**src/rtl/pit_pkg.sv**
```systemverilog
// Shared definitions for the programmable interval timer: register map, CTRL/STATUS
// bit positions and the timer state encoding.
package pit_pkg;

    localparam int unsigned DataW = 32;

    // Register addresses
    localparam logic [1:0] AddrCtrl   = 2'd0;
    localparam logic [1:0] AddrReload = 2'd1;
    localparam logic [1:0] AddrCount  = 2'd2;
    localparam logic [1:0] AddrStatus = 2'd3;

    // CTRL bit positions
    localparam int unsigned CtrlEn   = 0;
    localparam int unsigned CtrlIe   = 1;
    localparam int unsigned CtrlAr   = 2;
    localparam int unsigned CtrlBits = 3;

    // STATUS bit positions
    localparam int unsigned StatusExp = 0;

    typedef enum logic [1:0] {
        StStop = 2'd0,
        StRun  = 2'd1,
        StDone = 2'd2
    } pit_state_e;

endpackage

```
**src/rtl/pit_presc.sv**
```systemverilog
// Timer prescaler: free-running modulo-PRESCALE counter that emits a one-cycle tick
// on its terminal value while enabled.
module pit_presc #(
    parameter int unsigned PRESCALE = 50000
) (
    input  logic clk,
    input  logic rst,
    input  logic en_i,
    input  logic clr_i,
    output logic tick_o
);

    localparam int unsigned CntW = $clog2(PRESCALE);
    localparam logic [CntW-1:0] CntMax = CntW'(PRESCALE - 1);

    logic [CntW-1:0] cnt_q, cnt_d;

    always_comb begin
        cnt_d = cnt_q;
        if (clr_i) begin
            cnt_d = '0;
        end else if (en_i) begin
            cnt_d = (cnt_q == CntMax) ? '0 : cnt_q + 1'b1;
        end
    end

    always_ff @(posedge clk) begin
        if (rst) begin
            cnt_q <= '0;
        end else begin
            cnt_q <= cnt_d;
        end
    end

    assign tick_o = en_i & (cnt_q == CntMax);

endmodule

```
**src/rtl/pit.sv**
```systemverilog
// Programmable interval timer with a four-register bus interface, one-shot or
// auto-reload countdown, sticky expiry flag and registered level interrupt.
module pit
    import pit_pkg::*;
#(
    parameter int unsigned PRESCALE = 50000
) (
    input  logic             clk,
    input  logic             rst,
    input  logic             stb,
    input  logic             we,
    input  logic [1:0]       addr,
    input  logic [DataW-1:0] data_in,
    output logic [DataW-1:0] data_out,
    output logic             ack,
    output logic             irq
);

    logic [CtrlBits-1:0] ctrl_q, ctrl_d;
    logic [DataW-1:0]    reload_q, reload_d;
    logic [DataW-1:0]    count_q, count_d;
    logic                exp_q, exp_d;
    logic                irq_q;
    pit_state_e          state_q, state_d;

    logic wr_ctrl, wr_reload, wr_count, wr_status;
    logic presc_clr, tick;
    logic run_tick, expire;

    assign wr_ctrl   = stb & we & (addr == AddrCtrl);
    assign wr_reload = stb & we & (addr == AddrReload);
    assign wr_count  = stb & we & (addr == AddrCount);
    assign wr_status = stb & we & (addr == AddrStatus);

    // Restart the prescaler phase only on a genuine 0->1 transition of EN.
    assign presc_clr = wr_ctrl & data_in[CtrlEn] & ~ctrl_q[CtrlEn];

    pit_presc #(
        .PRESCALE(PRESCALE)
    ) u_presc (
        .clk   (clk),
        .rst   (rst),
        .en_i  (ctrl_q[CtrlEn]),
        .clr_i (presc_clr),
        .tick_o(tick)
    );

    // A bus write to COUNT swallows a coincident tick; a zero count never expires.
    assign run_tick = (state_q == StRun) & tick & (count_q != '0) & ~wr_count;
    assign expire   = run_tick & (count_q == DataW'(1));

    always_comb begin
        ctrl_d   = ctrl_q;
        reload_d = reload_q;
        count_d  = count_q;
        exp_d    = exp_q;

        if (wr_ctrl) begin
            ctrl_d = data_in[CtrlBits-1:0];
        end
        if (wr_reload) begin
            reload_d = data_in;
        end

        if (wr_count) begin
            count_d = data_in;
        end else if (expire) begin
            count_d = ctrl_q[CtrlAr] ? reload_q : '0;
        end else if (run_tick) begin
            count_d = count_q - DataW'(1);
        end

        // Set has priority over a simultaneous write-1-to-clear.
        if (wr_status && data_in[StatusExp]) begin
            exp_d = 1'b0;
        end
        if (expire) begin
            exp_d = 1'b1;
        end
    end

    always_comb begin
        state_d = state_q;
        unique case (state_q)
            StStop: begin
                if (ctrl_d[CtrlEn]) begin
                    state_d = (count_d != '0) ? StRun : StDone;
                end
            end
            StRun: begin
                if (!ctrl_d[CtrlEn]) begin
                    state_d = StStop;
                end else if (count_d == '0) begin
                    state_d = StDone;
                end
            end
            StDone: begin
                if (!ctrl_d[CtrlEn]) begin
                    state_d = StStop;
                end else if (count_d != '0) begin
                    state_d = StRun;
                end
            end
            default: state_d = StStop;
        endcase
    end

    always_ff @(posedge clk) begin
        if (rst) begin
            ctrl_q   <= '0;
            reload_q <= '0;
            count_q  <= '0;
            exp_q    <= 1'b0;
            irq_q    <= 1'b0;
            state_q  <= StStop;
        end else begin
            ctrl_q   <= ctrl_d;
            reload_q <= reload_d;
            count_q  <= count_d;
            exp_q    <= exp_d;
            irq_q    <= exp_q & ctrl_q[CtrlIe];
            state_q  <= state_d;
        end
    end

    always_comb begin
        data_out = '0;
        unique case (addr)
            AddrCtrl:   data_out = {{(DataW - CtrlBits){1'b0}}, ctrl_q};
            AddrReload: data_out = reload_q;
            AddrCount:  data_out = count_q;
            AddrStatus: data_out = {{(DataW - 1){1'b0}}, exp_q};
            default:    data_out = '0;
        endcase
    end

    assign ack = stb;
    assign irq = irq_q;

endmodule

```
**config.mk**
```make
export PLATFORM = sky130hd
export DESIGN_NAME = pit
export DESIGN_NICKNAME = d
export VERILOG_FILES = /design/src/rtl/pit_pkg.sv /design/src/rtl/pit_presc.sv /design/src/rtl/pit.sv
export SDC_FILE = /design/constraint.sdc
export NUM_CORES = 1
export LEC_CHECK = 0
export ABC_AREA = 0
export CORE_AREA = 2 2 117 119
export CTS_BUF_LIST = sky130_fd_sc_hd__clkbuf_4
export DETAILED_ROUTE_END_ITERATION = 6
export DIE_AREA = 0 0 119 121
export PLACE_DENSITY = 0.69
export SLEW_MARGIN = 20
export SYNTH_ARGS = -nofsm -noshare
export SYNTH_HDL_FRONTEND = slang
export SYNTH_SLANG_ARGS = --single-unit
```
**constraint.sdc**
```tcl
create_clock -name clk -period 7.5 [get_ports clk]
set_clock_uncertainty 0.1 [all_clocks]
set_input_delay 0.75 -clock clk [delete_from_list [all_inputs] [get_ports clk]]
set_output_delay 0.75 -clock clk [all_outputs]
set_load 0.03 [all_outputs]
```
# ---- Word-level counts from Yosys, hierarchy flattened
# Cells that the tools add are included.
dict set report totals {
  ff_bits 87
  latchBits 0
  ram_bits 0
  romBits 0
  output_inout_bits 34
  elab_cells 60
  n_memories 0
}
dict set report classes {
  n_addsub 2
  mul 0
  div_mod_pow 0
  order_cmp 0
  eq_ne 10
  n_shift 0
  n_mux 16
  bitwise_logic 15
  n_reduce_logical 9
}
# cell count
set ops {}
lappend ops {{$mux 32} 4}
lappend ops {{$pmux 32 s4} 1}
lappend ops {{$reduce_bool 32->1} 2}
lappend ops {{$eq 32x1->1 const B} 1}
lappend ops {{$logic_not 32->1} 1}
lappend ops {{$sub 32x1->32 const B} 1}
lappend ops {{$add 16x1->16 const B} 1}
lappend ops {{$eq 16x16->1 const B} 1}
lappend ops {{$mux 16} 1}
lappend ops {{$and 1x1->1} 13}
lappend ops {{$mux 2} 6}
lappend ops {{$eq 2x2->1 const B} 3}
lappend ops {{$pmux 2 s3} 1}
lappend ops {{$eq 2x1->1 const B} 2}
lappend ops {{$logic_not 2->1} 2}
lappend ops {{$mux 1} 3}
lappend ops {{$ne 3x2->1 const B} 1}
lappend ops {{$ne 3x3->1 const B} 1}
lappend ops {{$reduce_and 3->1} 1}
lappend ops {{$ne 2x2->1 const B} 1}
lappend ops {{$not 1->1} 2}
lappend ops {{$reduce_bool 2->1} 1}
lappend ops {{$reduce_or 2->1} 1}
lappend ops {{$logic_and 1x1->1} 1}

# ---- Longest topological paths before layout
dict set report depth {
  depth_word 12
  ltp_mapped 13
  depth_no_buf 11
}

# ---- By module
# Synthesis repeated with hierarchy kept, for this count alone.
dict set report unflattened {
  cells_unflattened 640
  hier_area_um2 5083.6
}
# mod n_inst cells_each area_each_um2 seq_area_each_um2
set modules_own_cells {}
lappend modules_own_cells {pit 1 556 4342.9 1421.4}
lappend modules_own_cells {pit_presc 1 84 740.7 320.3}

# ---- Worst setup path before layout
# OpenSTA, ideal clock, no wires.
dict set report synth_timing {
  path_kind {input -> register}
  start {input addr[0]}
  end {register state_q[1]}
  arrival_time_ns 3.213
  setup_slack_ns 4.099
  path_stages 12
  n_path_buf 3
  cell_sequence {buf_4 > nand4b_4 > nand3b_1 > a211o_1 > buf_6 > buf_6 > o311ai_2 > nand4_1 > nor4_1 > nand4_1 > or4_1 > nor4_2}
}
dict set report synth_between {
  elab_chain_cells 11
  elab_cells_between_ends 22
}
# item line_no
set synth_rtl {}
lappend synth_rtl {{start, declared} pit.sv:12} ;# input logic [1:0] addr,
lappend synth_rtl {{$eq 2x2->1} pit.sv:32} ;# assign wr_count = stb & we & (addr == AddrCount);
lappend synth_rtl {{$and 1x1->1} pit.sv:32}
lappend synth_rtl {{$not 1->1} pit.sv:49} ;# assign run_tick = (state_q == StRun) & tick & (count_q != '0) & ~wr_count;
lappend synth_rtl {{$and 1x1->1} pit.sv:49}
lappend synth_rtl {{$mux 32 / $and 1x1->1 (equally long branches)} {pit.sv:69, pit.sv:50}}
lappend synth_rtl {{$mux 32} pit.sv:67} ;# end else if (expire) begin
lappend synth_rtl {{$mux 32} pit.sv:65} ;# if (wr_count) begin
lappend synth_rtl {{$reduce_bool 32->1} {pit.sv:87, pit.sv:100}}
lappend synth_rtl {{$mux 2} pit.sv:87} ;# state_d = (count_d != '0) ? StRun : StDone;
lappend synth_rtl {{$mux 2} pit.sv:86} ;# if (ctrl_d[CtrlEn]) begin
lappend synth_rtl {{$pmux 2 s3} pit.sv:84} ;# unique case (state_q)
lappend synth_rtl {{end signal, assigned} pit.sv:115} ;# state_q <= StStop;
lappend synth_rtl {{end signal, assigned} pit.sv:122} ;# state_q <= state_d;
lappend synth_rtl {{end, declared} pit.sv:24} ;# pit_state_e state_q, state_d;
# Several ways; a longest one is shown, not always the timed one. The select of a mux whose other input is x is not followed.
# A chain may end at the register's enable or synchronous reset.

# ---- Worst setup path in the final report
# Same ends and word-level chain as after synthesis.

==> summary.md <==
| Metric | Value |
|---|---|
| Crit path launch | `addr[0]` |
| Rel. slew slack | `35.9%` |
| Status | `finished clean` |
| Total power draw | `0.000913 W` |
| Post-Syn Area | `5110 sq um` |
| Top cells by count, synth | `105 x nand2_1, 87 x dfxtp_1, 65 x a21oi_1` |
| DIE HEIGHT | `121 microns` |
| Crit-path max FO | `28` |
| Comb pwr share | `17.6%` |
| Gr usage total | `23.6%` |
| Most common cell in the netlist | `nand2_1` |
| Post-synthesis mux area share | `2.20%` |
| CTS Root Cell | `clkbuf_4` |
| Synth Area in Adders | `0.979%` |
| Worst path cell trace | `clkdlybuf4s50_1 > nand4b_4 > nand3b_1 > nor3_1 > and2_1 > a21oi_1 > o21ai_0 > o221ai_1 > or4_1 > nor4_2` |
| Hold_buf cts | `0` |
| Sequential share of power | `53.0%` |
| Pleak | `2.15 nW` |
| Crit path launch type | `primary input` |
| Fin crit share | `60.7%` |
| Post-route DRC | `0` |
| Reg-to-Reg Start | `count_q[0]$_SDFF_PP0_` |
| Vias in the first global route | `5,021` |
| PnR worst setup slack | `2.95 ns` |
| Synth area leaders | `dfxtp_1 34%, nand2_1 7.7%, a22o_1 6.5%, a21oi_1 6.4%, nor2_1 4.4%` |
| Total CTS buffers | `9` |
| Number of synthesized flops with an enable pin | `0` |
| Share of post-route cells with drive strength above 1 | `7.24%` |
| Largest net degree at the start of global routing | `71` |
| CP max-delay cell | `nor3_1` |
| Area growth from synthesis to layout | `18.1%` |
| Placed insts | `864` |
| DP Worst Slack | `2.51 ns` |
| Layout Cells excl Fill | `880` |
| Min Tclk post-route | `4.55 ns` |
| Post-synthesis area per instance | `7.87 sq um` |
| Placer Congestion | `0.931` |
| Top cell type's share of synthesized area | `34.1%` |
| Fill cells | `1,303` |
| Yosys Warn Count | `0` |
| Most common flop cell mapped by yosys | `dfxtp_1` |
| #FFs+latches synth | `87` |
| Vias per inst | `5.93` |
| Initial core utilization | `39.1%` |
| Sinks on Clock Net | `87` |
| Core Util, Final | `46.1%` |
| Clock-pin slew on the worst setup and hold paths | `0.14 ns` |
| Die X | `119 microns` |
| RSZ-0062 raised after global routing | `no` |
| Final WL | `16,800 microns` |
| Htree depth | `3` |
| Sequential element share of the synthesized area | `34.1%` |
| Async set-reset flop share out of synthesis | `0%` |
| Synth area leader | `dfxtp_1` |
| Synth Area in XOR/XNOR | `5.65%` |
| Number of diodes | `0` |
| Fin. max-slew vios | `0` |
| Max incr delay on CP | `0.73 ns` |
| Critical hold path startpoint | `exp_q$_SDFFE_PP0P_` |
| Int Power | `0.000635 W` |
| Final HPWL DP | `11,800 microns` |
| Multi-input gate area | `3140 sq um` |
| DR WL/cell | `19.1 microns` |
| Hold crit path type | `register to register` |
| CTS tree | `yes` |
| Max Fclk | `220 MHz` |
| CP Capture Type | `register` |
| Measured slew at the worst slew-check pin | `0.961 ns` |
| Register area | `1740 sq um` |
| Compound-Gate Fraction of Synth Area | `22.0%` |
| Pwr dens | `151 nW/um^2` |
| Gate Count Post-Synth | `650` |
| Row count | `42` |
| Final ANT Viol Nets | `0` |
| Simple-gate portion of the synthesized area | `30.5%` |
| Initial antenna violation count | `0` |
| Syn_nets | `692` |
| MaxCap Viol Count | `0` |
| Port Buffers | `71` |
| Setup bufs post-CTS | `0` |
| Nets | `741` |
| Initial DRC count | `422` |
| Post-synthesis cell type count | `66` |
| Core Area | `13,100 sq um` |
| Gr ovfl total | `0` |
| Switching pwr | `0.000278 W` |
| Die area | `14,400 sq um` |
| First-pass GRT wire length | `26,800 microns` |
| Skew-Pair Late Insertion Delay | `0.50 ns` |
| Critical Path RT | `7.83 ns` |
| Power share of the clock group | `29.3%` |
| Peak VDD IR | `88.0 uV` |
| Largest family of logic cells by synthesized area | `simple AND/OR/NAND/NOR gates` |
| I/O pin total | `72` |
| PostCTS Resize Cnt | `0` |
| Final hold vios | `0` |
| Sw frac | `30.4%` |
| Max Root-Sink Buffers | `2` |
| Critical Path AT | `4.88 ns` |
| Via Count | `5,215` |
| DRT Pass-1 Iters | `7` |
| Post-route setup TNS | `0 ns` |
| Setup CP Type | `primary input to register` |
| # setup viols final | `0` |
cell type report:
| class | count | share of cell area (%) |
|---|---|---|
| clock buffer | 10 | 1.24 |
| clock inverter | 6 | 0.850 |
| multi-input combinational | 511 | 52.0 |
| sequential | 87 | 28.9 |
| timing repair buffer | 79 | 12.7 |
| tap | 176 | 3.65 |
| inverter | 11 | 0.684 |
worst max-delay path, delay by kind of cell:
family	cells	cell delay, ns
simple gates	6	2.87
buf+inv	1	0.69
compound gates	3	0.55
logic make-up after synthesis:
group	Yosys count
adders and majority gates	4
xor gates and xnor gates	33
muxes	10
DFF	87
and+or+nand+nor	298
AOI/OAI and AO/OA	166
buffers and inverters	52
power groups by stage:
stage	Clock [W]	Sequential [W]	Combinational, W
after floorplan	0	0.000489	0.0000982
after global placement	0	0.000494	0.000157
after detailed placement	0	0.000494	0.000158
after CTS	0.000275	0.000484	0.000159
after global routing	0.000290	0.000486	0.000174
final	0.000268	0.000484	0.000161
flip-flops by register name, indices dropped and copies added (netlist names):
signal	flops
irq	1
reload_q	32
ctrl_q	3
u_presc.cnt_q	16
exp_q	1
count_q	32
state_q	2
placed cells by master (no fill, tap or decap), types with 6 or more instances in the layout:
| master | netlist | layout |
|---|---|---|
| a22o_1 | 38 | 38 |
| clkdlybuf4s50_1 | 0 | 70 |
| a21oi_1 | 65 | 65 |
| buf_4 | 4 | 8 |
| or3_1 | 11 | 11 |
| and3_1 | 8 | 8 |
| nand4_1 | 15 | 15 |
| a211oi_1 | 8 | 8 |
| clkbuf_4 | 0 | 10 |
| dfxtp_1 | 87 | 87 |
| o21ai_0 | 14 | 14 |
| xor2_1 | 19 | 19 |
| nor3_1 | 21 | 21 |
| nand2_1 | 105 | 105 |
| mux2i_1 | 9 | 9 |
| nor2_1 | 60 | 60 |
| nor4_1 | 14 | 14 |
| xnor2_1 | 14 | 14 |
| inv_1 | 11 | 11 |
| nand3_1 | 16 | 16 |
| a31oi_1 | 6 | 6 |
stage by stage:
| stage | hold WS [ns] | area [sq um] |
|---|---|---|
| after global placement | 0.342 | 5910 |
| after floorplan | 0.316 | 5110 |
| after detailed placement | 0.354 | 5910 |
| final | 0.377 | 6040 |
| after CTS | 0.379 | 6040 |
| after global routing | 0.400 | 6040 |
routing by layer:
| metal | global-route usage (%) | vias to the layer above | share of wire (%) |
|---|---|---|---|
| met5 | 0 | - | 0 |
| met4 | 7.51 | 0 | 2.1 |
| met3 | 6.25 | 22 | 5.7 |
| met2 | 39.9 | 175 | 49 |
| met1 | 29.2 | 2539 | 43 |
| li1 | - | 2479 | - |
path summary, 6_finish.rpt:
path / cells after the start / endpoint / slack [ns]
hold / removal: 2 / irq$_SDFF_PP0_ / 0.38
setup reg to reg: 11 / state_q[1]$_SDFFE_PP0P_ / 3.21
setup / recovery: 10 / state_q[1]$_SDFFE_PP0P_ / 2.95
hold reg to reg: 2 / irq$_SDFF_PP0_ / 0.38
(Power assumes the default switching activity.)
